File: src/rtl/host_cmd_bridge.sv
// host_cmd_bridge: buffers host command words, replays each command onto the
// controller's fixed word schedule and captures read-back words for the host.
module host_cmd_bridge #(
  parameter int unsigned IN_DEPTH  = 16,
  parameter int unsigned RSP_DEPTH = 16
) (
  input  logic        clock,
  input  logic        resetn,
  input  logic        s_valid,
  output logic        s_ready,
  input  logic [31:0] s_data,
  output logic        m_valid,
  input  logic        m_ready,
  output logic [31:0] m_data,
  output logic        m_last,
  output logic [31:0] cmd_word,
  input  logic [31:0] ctrl_out,
  output logic        busy,
  output logic        err
);

  localparam int unsigned IN_AW  = $clog2(IN_DEPTH);
  localparam int unsigned IN_CW  = IN_AW + 1;
  localparam int unsigned RSP_AW = $clog2(RSP_DEPTH);
  localparam int unsigned RSP_CW = RSP_AW + 1;

  localparam logic [31:0] IDLE_WORD = 32'hC000_0000;
  localparam logic [1:0]  OP_READ   = 2'b00;
  localparam logic [1:0]  OP_WRITE  = 2'b01;
  localparam logic [1:0]  OP_KEY    = 2'b10;
  localparam logic [1:0]  OP_ILL    = 2'b11;

  typedef enum logic [2:0] {
    S_IDLE, S_HDR, S_PAYLOAD, S_COMMIT, S_WAIT, S_GAP
  } state_t;

  // Schedule length in words for a decoded header.
  function automatic logic [3:0] cmd_len(input logic [1:0] op, input logic [4:0] sel);
    logic [3:0] n;
    n = 4'd1;
    if (op == OP_KEY) begin
      case (sel[3:0])
        4'd0, 4'd1: n = 4'd4;
        4'd2:       n = 4'd10;
        default:    n = 4'd1;
      endcase
    end else begin
      case (sel)
        5'd0, 5'd1, 5'd2, 5'd8, 5'd9: n = 4'd4;
        5'd5, 5'd6:                   n = 4'd8;
        5'd12, 5'd13, 5'd14:          n = 4'd5;
        5'd4:                         n = 4'd14;
        5'd7:                         n = 4'd3;
        5'd16:                        n = 4'd2;
        default:                      n = 4'd1;
      endcase
    end
    return n;
  endfunction

  // ---------------- input FIFO ----------------
  logic [31:0]       in_mem [IN_DEPTH];
  logic [IN_AW-1:0]  in_wr, in_rd;
  logic [IN_CW-1:0]  in_count, in_count_next;
  logic              in_push, in_pop;
  logic [31:0]       in_head;

  assign in_push       = s_valid && s_ready;
  assign in_head       = in_mem[in_rd];
  assign in_count_next = in_count + IN_CW'(in_push) - IN_CW'(in_pop);

  // Input FIFO pointers, occupancy and ready flag.
  always_ff @(posedge clock or negedge resetn) begin
    if (!resetn) begin
      in_wr    <= '0;
      in_rd    <= '0;
      in_count <= '0;
      s_ready  <= 1'b0;
    end else begin
      if (in_push) in_wr <= in_wr + IN_AW'(1);
      if (in_pop)  in_rd <= in_rd + IN_AW'(1);
      in_count <= in_count_next;
      s_ready  <= (in_count_next != IN_CW'(IN_DEPTH));
    end
  end

  // Input FIFO storage.
  always_ff @(posedge clock) begin
    if (in_push) in_mem[in_wr] <= s_data;
  end

  // ---------------- response FIFO ----------------
  logic [32:0]       rsp_mem [RSP_DEPTH];
  logic [RSP_AW-1:0] rsp_wr, rsp_rd, rsp_rd_inc;
  logic [RSP_CW-1:0] rsp_count, rsp_count_next, rsp_free;
  logic              rsp_push, rsp_pop;
  logic              cap_q, cap_last_q;

  assign rsp_push       = cap_q;
  assign rsp_pop        = m_valid && m_ready;
  assign rsp_rd_inc     = rsp_rd + RSP_AW'(1);
  assign rsp_count_next = rsp_count + RSP_CW'(rsp_push) - RSP_CW'(rsp_pop);
  // A capture already scheduled for this cycle still needs its slot.
  assign rsp_free       = RSP_CW'(RSP_DEPTH) - rsp_count - RSP_CW'(cap_q);

  // Response FIFO pointers and the registered first-word-fall-through head.
  always_ff @(posedge clock or negedge resetn) begin
    if (!resetn) begin
      rsp_wr    <= '0;
      rsp_rd    <= '0;
      rsp_count <= '0;
      m_valid   <= 1'b0;
      m_data    <= '0;
      m_last    <= 1'b0;
    end else begin
      if (rsp_push) rsp_wr <= rsp_wr + RSP_AW'(1);
      if (rsp_pop)  rsp_rd <= rsp_rd_inc;
      rsp_count <= rsp_count_next;
      m_valid   <= (rsp_count_next != '0);
      if (rsp_pop && (rsp_count > RSP_CW'(1))) begin
        {m_last, m_data} <= rsp_mem[rsp_rd_inc];
      end else if (rsp_push && ((rsp_count == '0) || (rsp_pop && (rsp_count == RSP_CW'(1))))) begin
        {m_last, m_data} <= {cap_last_q, ctrl_out};
      end
    end
  end

  // Response FIFO storage.
  always_ff @(posedge clock) begin
    if (rsp_push) rsp_mem[rsp_wr] <= {cap_last_q, ctrl_out};
  end

  // ---------------- header decode / issue rule ----------------
  logic [1:0] hd_op;
  logic [4:0] hd_sel;
  logic [3:0] hd_len;
  logic       hd_present, hd_drop, hd_go;

  assign hd_op      = in_head[31:30];
  assign hd_sel     = in_head[4:0];
  assign hd_len     = cmd_len(hd_op, hd_sel);
  assign hd_present = (in_count != '0);

  // Decide whether the FIFO head is dropped, issued, or left waiting.
  always_comb begin
    hd_drop = 1'b0;
    hd_go   = 1'b0;
    if (hd_present) begin
      if ((hd_op == OP_ILL) ||
          ((hd_op == OP_KEY) && (hd_sel[3:0] >= 4'd3) && (hd_sel[3:0] <= 4'd5))) begin
        hd_drop = 1'b1;
      end else if (hd_op == OP_WRITE) begin
        hd_go = (in_count >= (IN_CW'(hd_len) + IN_CW'(1)));
      end else if (hd_op == OP_READ) begin
        hd_go = (rsp_free >= RSP_CW'(hd_len));
      end else begin
        hd_go = 1'b1;
      end
    end
  end

  // ---------------- schedule FSM ----------------
  state_t      state, state_next;
  logic [3:0]  cnt, cnt_next;
  logic [1:0]  cur_op, op_next;
  logic [31:0] cmd_next;
  logic        err_next;

  // Next-state, FIFO pop and next controller word.
  always_comb begin
    state_next = state;
    cnt_next   = cnt;
    op_next    = cur_op;
    cmd_next   = IDLE_WORD;
    in_pop     = 1'b0;
    err_next   = 1'b0;
    case (state)
      // GAP also evaluates the head so back-to-back commands keep minimum spacing.
      S_IDLE, S_GAP: begin
        state_next = S_IDLE;
        if (hd_drop) begin
          in_pop   = 1'b1;
          err_next = 1'b1;
        end else if (hd_go) begin
          in_pop     = 1'b1;
          state_next = S_HDR;
          cmd_next   = in_head;
          op_next    = hd_op;
          cnt_next   = hd_len - 4'd1;
        end
      end
      S_HDR: begin
        if (cur_op == OP_WRITE) begin
          in_pop     = 1'b1;
          cmd_next   = in_head;
          state_next = S_PAYLOAD;
        end else begin
          state_next = S_WAIT;
        end
      end
      S_PAYLOAD: begin
        if (cnt != 4'd0) begin
          in_pop   = 1'b1;
          cmd_next = in_head;
          cnt_next = cnt - 4'd1;
        end else begin
          state_next = S_COMMIT;
        end
      end
      S_COMMIT: state_next = S_GAP;
      S_WAIT: begin
        if (cnt != 4'd0) cnt_next = cnt - 4'd1;
        else             state_next = S_GAP;
      end
      default: state_next = S_IDLE;
    endcase
  end

  // State register, registered outputs and read-capture strobes.
  always_ff @(posedge clock or negedge resetn) begin
    if (!resetn) begin
      state      <= S_IDLE;
      cnt        <= 4'd0;
      cur_op     <= OP_ILL;
      cmd_word   <= IDLE_WORD;
      busy       <= 1'b0;
      err        <= 1'b0;
      cap_q      <= 1'b0;
      cap_last_q <= 1'b0;
    end else begin
      state      <= state_next;
      cnt        <= cnt_next;
      cur_op     <= op_next;
      cmd_word   <= cmd_next;
      busy       <= (state_next != S_IDLE);
      err        <= err_next;
      cap_q      <= (state == S_WAIT) && (cur_op == OP_READ);
      cap_last_q <= (state == S_WAIT) && (cur_op == OP_READ) && (cnt == 4'd0);
    end
  end

endmodule

File: config.mk
export PLATFORM = sky130hd
export DESIGN_NAME = host_cmd_bridge
export DESIGN_NICKNAME = d
export VERILOG_FILES = /design/src/rtl/host_cmd_bridge.sv
export SDC_FILE = /design/constraint.sdc
export NUM_CORES = 1
export LEC_CHECK = 0
export BUFFER_PORTS_ARGS = -buffer_cell sky130_fd_sc_hd__buf_2
export CORE_ASPECT_RATIO = 0.5
export CORE_MARGIN = 4
export CORE_UTILIZATION = 55
export DETAILED_ROUTE_END_ITERATION = 8
export GPL_TIMING_DRIVEN = 0
export PLACE_DENSITY = 0.72
export SLEW_MARGIN = 5
export SYNTH_ARGS = -nofsm -noshare
export SYNTH_HDL_FRONTEND = slang
export SYNTH_SLANG_ARGS = --single-unit
File: constraint.sdc
create_clock -name clock -period 9.6 [get_ports clock]
set_input_delay 0.96 -clock clock [delete_from_list [all_inputs] [get_ports clock]]
set_output_delay 0.96 -clock clock [all_outputs]
set_load 0.01 [all_outputs]
==> report_table.html <==
<table>
<tr><th>Metric</th><th>Value</th></tr>
<tr><th colspan="2">Clocking</th></tr>
<tr><td>Root buffer cell</td><td>sky130_fd_sc_hd__clkbuf_16</td></tr>
<tr><td>Clock slew seen by the registers of the worst setup and hold paths</td><td>70 ps</td></tr>
<tr><td>Count of buffers added by post-CTS timing repair for setup</td><td>0</td></tr>
<tr><td>Number of clock sinks seen by CTS</td><td>1,146</td></tr>
<tr><td>TritonCTS clock tree</td><td>built</td></tr>
<tr><td>Clock insertion delay at the later pin of the skew report</td><td>680 ps</td></tr>
<tr><td>Cts hold-fix bufs</td><td>0</td></tr>
<tr><td>Cts bufs inserted</td><td>96</td></tr>
<tr><td>H-tree level count</td><td>3</td></tr>
<tr><td>Quantity of gates resized following cts</td><td>0</td></tr>
<tr><td>Clock buffer depth</td><td>3</td></tr>
<tr><th colspan="2">Synth</th></tr>
<tr><td>Synth cell types</td><td>73</td></tr>
<tr><td>Part of the Yosys area used for sequential elements</td><td>75.7%</td></tr>
<tr><td>Number of flip-flops and latches in the synthesized netlist</td><td>1,146</td></tr>
<tr><td>Cells after Synth</td><td>2,104</td></tr>
<tr><td>Area share of the largest cell type after synthesis</td><td>69.8%</td></tr>
<tr><td>Fraction of registers with async set/reset</td><td>9.25%</td></tr>
<tr><td>Synthesized area divided by synthesized cell count</td><td>21.3 um2</td></tr>
<tr><td>Cell type contributing the most total cell area after synthesis</td><td>sky130_fd_sc_hd__edfxtp_1</td></tr>
<tr><td>Cell area after synthesis</td><td>0.0448 mm2</td></tr>
<tr><td>Most frequent cell after synthesis</td><td>sky130_fd_sc_hd__edfxtp_1</td></tr>
<tr><td>Leading cell types by count after synthesis</td><td>sky130_fd_sc_hd__edfxtp_1 (1,040), sky130_fd_sc_hd__mux4_2 (268), sky130_fd_sc_hd__mux2i_1 (111)</td></tr>
<tr><td>Count of flip-flops with a built-in enable after synthesis</td><td>1,040</td></tr>
<tr><td>Yosys warns</td><td>0</td></tr>
<tr><td>Ys flop type</td><td>sky130_fd_sc_hd__edfxtp_1</td></tr>
<tr><td>Syn Nets</td><td>2,219</td></tr>
<tr><td>Dominant cells by area after synthesis</td><td>sky130_fd_sc_hd__edfxtp_1 (70%), sky130_fd_sc_hd__mux4_2 (13%), sky130_fd_sc_hd__dfrtp_1 (5.7%)</td></tr>
<tr><th colspan="2">Setup path</th></tr>
<tr><td>Crit-path most repeated cell</td><td>sky130_fd_sc_hd__ha_1</td></tr>
<tr><td>Type of the setup path with the least slack</td><td>flop to flop</td></tr>
<tr><td>Arrival time of data at the critical path endpoint</td><td>9080 ps</td></tr>
<tr><td>Data required time at the worst endpoint</td><td>10,150 ps</td></tr>
<tr><td>Endpoint kind of the worst setup timing path</td><td>flop</td></tr>
<tr><td>Sort of element at the start of the critical path</td><td>flop</td></tr>
<tr><td>Cell with the largest stage delay on the worst path</td><td>sky130_fd_sc_hd__clkbuf_1</td></tr>
<tr><td>Largest fanout of any net on the critical path</td><td>10</td></tr>
<tr><td>Max incr delay on CP</td><td>760 ps</td></tr>
<tr><th colspan="2">Worst hold path</th></tr>
<tr><td>Worst hold-check path type</td><td>primary input to async pin</td></tr>
<tr><th colspan="2">STA</th></tr>
<tr><td>Hold Violations, Final</td><td>0</td></tr>
<tr><td>Setup repair after global routing missed its margin</td><td>no</td></tr>
<tr><td>Post-route clock period utilization</td><td>88.8%</td></tr>
<tr><td>Headroom to the max-slew limit</td><td>21.6%</td></tr>
<tr><td>Final setup viols</td><td>0</td></tr>
<tr><td>Clk_skew</td><td>21.9 ps</td></tr>
<tr><td>Slew at the pin closest to its max-slew limit</td><td>1180 ps</td></tr>
<tr><td>Fmax</td><td>0.117 GHz</td></tr>
<tr><td>Setup TNS Final</td><td>0 ps</td></tr>
<tr><td>Final-report max-slew violation count</td><td>0</td></tr>
<tr><td>Final critical path time including I/O delays and setup</td><td>8530 ps</td></tr>
<tr><th colspan="2">Die</th></tr>
<tr><td>Initial cell density of the core</td><td>55.9%</td></tr>
<tr><td>I/O pin total</td><td>137</td></tr>
<tr><td>DIE HEIGHT</td><td>210 um</td></tr>
<tr><td>Floorplan die area</td><td>0.0863 mm2</td></tr>
<tr><td>Area inside the core boundary</td><td>0.0800 mm2</td></tr>
<tr><td>Number of rows in the core area</td><td>73</td></tr>
<tr><td>Floorplan die width</td><td>411 um</td></tr>
<tr><th colspan="2">Global routing</th></tr>
<tr><td>GRT Residual Overflow</td><td>0</td></tr>
<tr><td>Via count of the first global-routing pass</td><td>22.7k</td></tr>
<tr><td>Overall track demand over capacity in global routing</td><td>23.7%</td></tr>
<tr><td>Number of antenna violations at the first check in global routing</td><td>4</td></tr>
<tr><td>Largest net degree at the start of global routing</td><td>64</td></tr>
<tr><td>Wire length of the first global-routing pass</td><td>150,000 um</td></tr>
<tr><th colspan="2">Route</th></tr>
<tr><td>Final routed wirelength across all metal layers</td><td>100,000 um</td></tr>
<tr><td>DRC violations left</td><td>0</td></tr>
<tr><td>Violation count after the first detailed-routing iteration</td><td>2,689</td></tr>
<tr><td>Final ANT Viol Nets</td><td>0</td></tr>
<tr><td>Detailed-route vias per instance</td><td>6.21</td></tr>
<tr><td>Router iterations before antenna repair</td><td>7</td></tr>
<tr><td>Average wire per standard cell</td><td>28.2 um</td></tr>
<tr><td>Via count</td><td>22.1k</td></tr>
<tr><th colspan="2">Job</th></tr>
<tr><td>Max-cap violation count</td><td>0</td></tr>
<tr><th colspan="2">Power and ir drop</th></tr>
<tr><td>Max rail drop VDD</td><td>0.195 mV</td></tr>
<tr><td>Total power divided by cell area</td><td>318 mW/mm2</td></tr>
<tr><td>LEAKAGE</td><td>17.3 nW</td></tr>
<tr><th colspan="2">Cells and area</th></tr>
<tr><td>Nets</td><td>2,497</td></tr>
<tr><td>P&amp;R area growth vs syn</td><td>13.9%</td></tr>
<tr><td>Finished Cell Area</td><td>0.0510 mm2</td></tr>
<tr><td>Fraction of layout instances using a drive strength above 1</td><td>27.6%</td></tr>
<tr><th colspan="2">Status</th></tr>
<tr><td>Outcome</td><td>complete, no violations</td></tr>
<tr><th colspan="2">Place</th></tr>
<tr><td>Placed standard-cell area</td><td>0.0478 mm2</td></tr>
<tr><td>Final weighted congestion in routability-driven placement</td><td>0.784</td></tr>
<tr><td>Number of port buffers</td><td>136</td></tr>
<tr><td>HPWL after DPL</td><td>60,300 um</td></tr>
</table>
==> placed cells by master (no fill, tap or decap), drive strengths merged, types with 4 or more instances in the layout <==
cell	n
buf	224
nand2	61
and2	14
dfstp	4
a21oi	25
edfxtp	1040
xnor2	15
ha	45
clkinvlp	6
nor2b	20
and3	6
mux2i	111
nor2	34
a22oi	17
nor3	9
inv	41
clkbuf	186
dfrtp	102
nand2b	10
o21ai	60
nand3	9
a221oi	35
xor2	14
clkinv	33
diode	4
bufinv	11
mux4	271
a21o	6
mux2	5
==> routing by layer <==
metal / track usage, % / vias to the layer above / wire length [um]
met5: 0 / - / 0
met4: 7.01 / 0 / 2630
met3: 4.51 / 158 / 7910
met2: 37.5 / 1034 / 48500
met1: 34.3 / 11624 / 41000
li1: - / 9254 / -
==> cells by family after synthesis <==
group	synth area share [%]
AND/OR/NAND/NOR	2.12
XOR/XNOR	0.567
AO/OA/AOI/OAI	2.64
adder cells (fa/ha/maj)	1.35
multiplexers	16.3
buffers and inverters	1.35
flip-flops	75.7
==> through the flow <==
step	setup WS [ps]	total power (W)	utilization [%]	cells	hold WS (ps)
2_1_floorplan	2980	0.0104	-	2104	461
3_5_place_dp	1050	0.0123	59.7	3371	482
3_3_place_gp	1110	0.0122	58.5	3327	476
6_report	1070	0.0162	63.7	3556	260
5_1_grt	502	0.0170	63.7	3555	274
4_1_cts	976	0.0163	63.7	3552	241
==> report_power, final <==
group / switching (W) / leakage, nW / internal [W]
Combinational: 0.00342 / 5.03 / 0.00266
Clock: 0.00179 / 1.56 / 0.00221
Sequential: 0.000177 / 10.7 / 0.00595
==> flip-flops by register name, indices dropped and copies added, names as in the netlist, 2 cells and up <==
signal / flops
cmd_word: 32
cnt: 4
cur_op: 2
in_count: 5
in_mem: 512
in_rd: 4
in_wr: 4
m_data: 32
rsp_count: 5
rsp_mem: 528
rsp_rd: 4
rsp_wr: 4
state: 3
==> cell type report <==
| type | instances | area, um2 |
|---|---|---|
| clock inverters | 57 | 627 |
| diodes | 4 | 10.0 |
| plain buffers | 106 | 477 |
| multi-input cells | 818 | 10400 |
| inverters | 34 | 128 |
| well taps | 1087 | 1360 |
| repair buffers | 180 | 1510 |
| flip-flops and latches | 1146 | 33900 |
| fillers | 5270 | 29000 |
| clock buffers | 124 | 2580 |
==> worst max-delay path, delay by kind of cell, from the launching register on <==
family | cells | cell delay [ps]
buffers and inverters | 10 | 2790
adders and majority gates | 6 | 1670
AOI/OAI and AO/OA | 7 | 1580
and+or+nand+nor | 9 | 1480
muxes | 1 | 360
DFF | 1 | 350
xor gates and xnor gates | 1 | 160
==> final timing paths <==
path / start / to / slack [ps] / depth (start not counted)
setup / recovery: in_rd[1] / s_ready / 1070 / 34
hold / removal: resetn / cmd_word[25] / 260 / 1
setup reg to reg: in_rd[1] / s_ready / 1070 / 34
hold reg to reg: rsp_rd[3] / rsp_rd[3] / 490 / 1
max in group asynchronous: resetn / cmd_word[30] / 8500 / 2
min in group clock: rsp_rd[3] / rsp_rd[3] / 490 / 1
No activity file was read; power rests on OpenSTA's default activity.
